--- config.mk ---
export PLATFORM = sky130hd
export DESIGN_NAME = bin2bcd_seq
export DESIGN_NICKNAME = d
export VERILOG_FILES = /design/src/rtl/bcd_pkg.sv /design/src/rtl/bcd_add3.sv /design/src/rtl/bin2bcd_seq.sv
export SDC_FILE = /design/constraint.sdc
export NUM_CORES = 1
export LEC_CHECK = 0
export CORE_ASPECT_RATIO = 1.4
export CORE_MARGIN = 3
export CORE_UTILIZATION = 57
export CTS_CLUSTER_DIAMETER = 30
export DETAILED_ROUTE_END_ITERATION = 12
export PLACE_DENSITY = 0.82
export REMOVE_ABC_BUFFERS = 1
export SLEW_MARGIN = 30
export SYNTH_ARGS = -nofsm -noshare
export SYNTH_HDL_FRONTEND = slang
export SYNTH_SLANG_ARGS = --single-unit
export TNS_END_PERCENT = 5
--- constraint.sdc ---
create_clock -name clk -period 3.3 [get_ports clk]
set_clock_uncertainty 0.2 [all_clocks]
set_input_delay 0.33 -clock clk [delete_from_list [all_inputs] [get_ports clk]]
set_output_delay 0.33 -clock clk [all_outputs]
set_load 0.02 [all_outputs]
--- src/rtl/bcd_pkg.sv ---
// -----------------------------------------------------------------------------
// bcd_pkg
//   Shared types and constants for the 8-bit binary to 3-digit BCD converter.
//   bin_t   : unsigned binary operand, 0..255
//   bcd_t   : packed BCD {hundreds[1:0], tens[3:0], units[3:0]}
//   state_t : converter FSM states
// -----------------------------------------------------------------------------
package bcd_pkg;

    localparam int BIN_W  = 8;
    localparam int BCD_W  = 10;
    localparam int N_ITER = 8;

    typedef logic [BIN_W-1:0] bin_t;
    typedef logic [BCD_W-1:0] bcd_t;

    typedef enum logic [1:0] {
        IDLE  = 2'd0,
        SHIFT = 2'd1,
        DONE  = 2'd2
    } state_t;

endpackage : bcd_pkg

--- src/rtl/bcd_add3.sv ---
// -----------------------------------------------------------------------------
// bcd_add3
//   Double-dabble digit correction: a digit of 5 or more gets 3 added so that
//   the following left shift carries correctly into the next decimal digit.
//   in  : 4-bit BCD digit before correction
//   out : 4-bit corrected digit
// -----------------------------------------------------------------------------
module bcd_add3 (
    input  logic [3:0] in,
    output logic [3:0] out
);

    assign out = (in >= 4'd5) ? in + 4'd3 : in;

endmodule : bcd_add3

--- src/rtl/bin2bcd_seq.sv ---
// -----------------------------------------------------------------------------
// bin2bcd_seq
//   Converts an 8-bit unsigned value to packed BCD with a valid/ready handshake
//   on both sides.
//
//   Build option BIN2BCD_SINGLE_CYCLE_EN:
//     undefined : iterative double-dabble, one shift per cycle, result 9 cycles
//                 after acceptance.
//     defined   : all 8 iterations unrolled combinationally, result registered
//                 at acceptance and presented 1 cycle later.
//
//   Ports
//     clk       : rising-edge clock
//     rst_n     : asynchronous active-low reset
//     in_valid  : bin_in holds a value to convert
//     in_ready  : converter is idle and will accept a value
//     bin_in    : unsigned binary value, 0..255
//     out_valid : bcd_out holds a completed result
//     out_ready : consumer accepts the result
//     bcd_out   : {hundreds[1:0], tens[3:0], units[3:0]}, registered
// -----------------------------------------------------------------------------
module bin2bcd_seq
    import bcd_pkg::*;
(
    input  logic       clk,
    input  logic       rst_n,
    input  logic       in_valid,
    output logic       in_ready,
    input  logic [7:0] bin_in,
    output logic       out_valid,
    input  logic       out_ready,
    output logic [9:0] bcd_out
);

`ifdef BIN2BCD_SINGLE_CYCLE_EN
    localparam int N_STAGE = N_ITER;
`else
    localparam int N_STAGE = 1;
`endif

    state_t state;
    bcd_t   first_acc;
    bin_t   first_bin;
    bcd_t   last_acc;

`ifdef BIN2BCD_SINGLE_CYCLE_EN
    // The whole conversion is evaluated straight from the input port.
    assign first_acc = '0;
    assign first_bin = bin_in;
`else
    bcd_t        acc;
    bin_t        sr;
    logic [2:0]  cnt;
    bin_t        last_bin;

    // One stage evaluated per cycle against the working registers.
    assign first_acc = acc;
    assign first_bin = sr;
`endif

    // Chain of double-dabble steps. The hundreds digit needs no correction:
    // before the final shift the partial value is at most 127, so hundreds is
    // at most 1 and can never reach 5.
    for (genvar g = 0; g < N_STAGE; g++) begin : g_stage
        bcd_t       acc_i;
        bcd_t       acc_o;
        bin_t       bin_i;
        bin_t       bin_o;
        logic [3:0] tens_adj;
        logic [3:0] units_adj;

        if (g == 0) begin : g_first
            assign acc_i = first_acc;
            assign bin_i = first_bin;
        end else begin : g_next
            assign acc_i = g_stage[g-1].acc_o;
            assign bin_i = g_stage[g-1].bin_o;
        end

        bcd_add3 u_tens  (.in(acc_i[7:4]), .out(tens_adj));
        bcd_add3 u_units (.in(acc_i[3:0]), .out(units_adj));

        // Shift {hundreds, tens, units, binary} left by one; the bit falling
        // off the top is always zero for 8-bit inputs.
        assign {acc_o, bin_o} = {acc_i[9:8], tens_adj, units_adj, bin_i} << 1;
    end

    assign last_acc = g_stage[N_STAGE-1].acc_o;
`ifndef BIN2BCD_SINGLE_CYCLE_EN
    assign last_bin = g_stage[N_STAGE-1].bin_o;
`endif

    // NOTE: all state lives in this one clocked block and is updated with
    // non-blocking assignments so every register samples pre-edge values.
    always_ff @(posedge clk or negedge rst_n) begin
        if (!rst_n) begin
            state     <= IDLE;
            in_ready  <= 1'b1;
            out_valid <= 1'b0;
            bcd_out   <= '0;
`ifndef BIN2BCD_SINGLE_CYCLE_EN
            acc       <= '0;
            sr        <= '0;
            cnt       <= '0;
`endif
        end else begin
            case (state)
                IDLE: begin
                    if (in_valid) begin
`ifdef BIN2BCD_SINGLE_CYCLE_EN
                        bcd_out   <= last_acc;
                        state     <= DONE;
                        in_ready  <= 1'b0;
                        out_valid <= 1'b1;
`else
                        sr        <= bin_in;
                        acc       <= '0;
                        cnt       <= '0;
                        state     <= SHIFT;
                        in_ready  <= 1'b0;
`endif
                    end
                end

`ifndef BIN2BCD_SINGLE_CYCLE_EN
                SHIFT: begin
                    acc <= last_acc;
                    sr  <= last_bin;
                    cnt <= cnt + 3'd1;
                    // Counter wraps 7->0 on the eighth shift: publish result.
                    if (cnt == 3'(N_ITER - 1)) begin
                        bcd_out   <= last_acc;
                        state     <= DONE;
                        out_valid <= 1'b1;
                    end
                end
`endif

                DONE: begin
                    if (out_ready) begin
                        state     <= IDLE;
                        out_valid <= 1'b0;
                        in_ready  <= 1'b1;
                    end
                end

                default: begin
                    state     <= IDLE;
                    out_valid <= 1'b0;
                    in_ready  <= 1'b1;
                end
            endcase
        end
    end

endmodule : bin2bcd_seq
==> metrics <==
Worst Max-Slew Pin Slew 0.873 ns; sequential fraction of the synthesis area 53.7%; Max stage delay cell, worst path dfrtp_1; post-CTS setup buffers 0; layout cells sized above 1 8.43%; Hold WS 0.192 ns; final hold vios 0; Final Max Slew Viols 0; Synth cell types 29; CTS hold repair buffers 0; worst-path fanout max 17; RSZ-0062 raised after global routing no; GPL Wtd Cong 0.807; Via density 5.56; CTS clk-pin slew, worst paths 0.10 ns; routed wire length 2970 µm; via count 1,190; crit-path cells and2b_1 -> nand2_2 -> mux2_1; # clock sinks 34; number of max-cap violations 0; # IOs 24; largest net degree at the start of global routing 35; antenna-violating nets left 0; reg-to-reg setup timing slack 1.19 ns; setup_tns 0 ns; Max-Slew Margin vs Limit 41.4%; Leakage 0.831 nW; Max Freq 474 MHz; fin util 72.5%; Area Growth Syn to Fin 20.9%; Data required, critical path 3.32 ns; drt drc 0; Final Cycle Share 63.9%; worst skew pair latency 0.34 ns; initial core utilization 60.0%; Nets 195; CTS tree built; grt total ovfl 0; status completed; DIE WIDTH 50.6 µm; Resize count post-CTS 0; Root Driver clkbuf_4; FF+latch count, synth 34; row cnt 22; IO Port Bufs 23; routed len/inst 13.9 µm; Worst setup SP type register; H-tree depth 2; ANT cells 0; Max stage delay on crit path 0.65 ns; vias in the first global route 1,169; first-pass GRT wire length 5050 µm; worst hold path type input port to async pin; initial antenna violation count 0; Setup crit end kind register; Setup Crit Path Kind register to register; die area 3460 µm²; Mapped Avg Cell Area 10.4 µm²; crit path DAT 2.13 ns; Syn Inst Count 152; minimum clock period 2.11 ns; Worst VDD drop 0.510 mV; Max Buffers Root-to-Sink 2; synth warn 0; gr usage total 20.1%; Core Region 2640 µm²; pwr dens 887 nW/µm²; first-iteration detailed-routing DRC count 29; Syn Std Cell Area 1590 µm²; PnR Total Power 1.70 mW; Finish-stage setup viols 0; CTS buffer count 5; hpwl dp 2160 µm; chip height 68.4 µm; drt pass-1 iters 4
synth_stat cells (all sizes together):
cell / number / area, µm²
dfrtp: 33 / 826
o21ai: 25 / 125
nand2: 17 / 66.3
a21oi: 12 / 63.8
nor2b: 8 / 50.1
a22oi: 7 / 52.6
a22o: 6 / 52.6
ha: 6 / 75.1
inv: 6 / 22.5
mux2: 5 / 56.3
nand2b: 4 / 25.0
buf: 3 / 17.5
clkbuf: 3 / 12.5
nor2: 3 / 11.3
nor3b: 3 / 22.5
o21a: 3 / 22.5
xnor2: 2 / 17.5
a31oi: 1 / 6.26
a32o: 1 / 10.0
and2b: 1 / 7.51
dfstp: 1 / 26.3
mux2i: 1 / 10.0
o22ai: 1 / 6.26
layer usage:
layer	global-route usage (%)	vias up	routed length, µm
li1	-	589	-
met1	21.0	567	1240
met2	35.3	26	1530
met3	6.54	8	125
met4	11.8	0	70
met5	0	-	0
registers in the layout (all words and copies together) (netlist names):
name,cells
acc,9
bcd_out,10
cnt,3
first_bin,8
in_ready,1
out_valid,1
state,2
layout by cell type, fill, tap and decap left out:
cell type and instances:
a21oi_1 11, a21oi_2 1, a22o_1 6, a22oi_1 7
a31oi_1 1, a32o_1 1, and2b_1 1, buf_4 1
clkbuf_4 5, clkbuf_8 3, clkdlybuf4s50_1 23, dfrtp_1 33
dfstp_2 1, ha_1 6, inv_1 6, mux2_1 2
mux2_2 3, mux2i_1 1, nand2_1 16, nand2_2 1
nand2b_1 4, nor2_1 3, nor2b_1 8, nor3b_1 3
o21a_1 3, o21ai_0 18, o21ai_1 7, o22ai_1 1
xnor2_1 2
cell type report:
type,count,area [µm²]
Multi-Input combinational cell,106,681
Timing Repair Buffer,24,238
Clock buffer,8,78.8
Sequential cell,34,852
Inverter,6,22.5
Fill cell,216,726
Tap cell,36,45.0
report_power, final:
part           leakage (nW)  switching [mW]  internal, mW
Combinational         0.352           0.360         0.337
Clock                0.0446           0.136         0.146
Sequential            0.435           0.144         0.577
logic make-up after synthesis:
family / share of synthesized area (%)
xor gates and xnor gates: 1.11
buffers and inverters: 3.31
AOI/OAI and AO/OA: 21.4
and+or+nand+nor: 11.5
adders and majority gates: 4.74
muxes: 4.18
DFF: 53.7
path summary, 6_finish.rpt:
| kind | from | to | depth (start not counted) |
|---|---|---|---|
| max in group asynchronous | rst_n | in_ready | 2 |
| hold / removal | rst_n | bcd_out[8] | 2 |
| min in group clk | acc[8] | acc[8] | 2 |
| hold reg to reg | acc[8] | acc[8] | 2 |
| setup reg to reg | state[0] | bcd_out[9] | 3 |
| setup / recovery | state[0] | bcd_out[9] | 3 |
stage by stage:
step                instance area (µm²)  cells  setup WS (ns)
floorplan                          1560    146           1.54
global placement                   1840    206           1.19
detailed placement                 1840    206           1.15
CTS                                1920    214           1.19
global route                       1920    214           1.01
finish                             1920    214           1.19
worst max-delay path: cells and delay by family, from the launching register on:
family	cells	cell delay [ns]
AND/OR/NAND/NOR	2	0.76
flip-flops	1	0.65
multiplexers	1	0.38
Note: power is estimated with default switching activity, not from simulation.
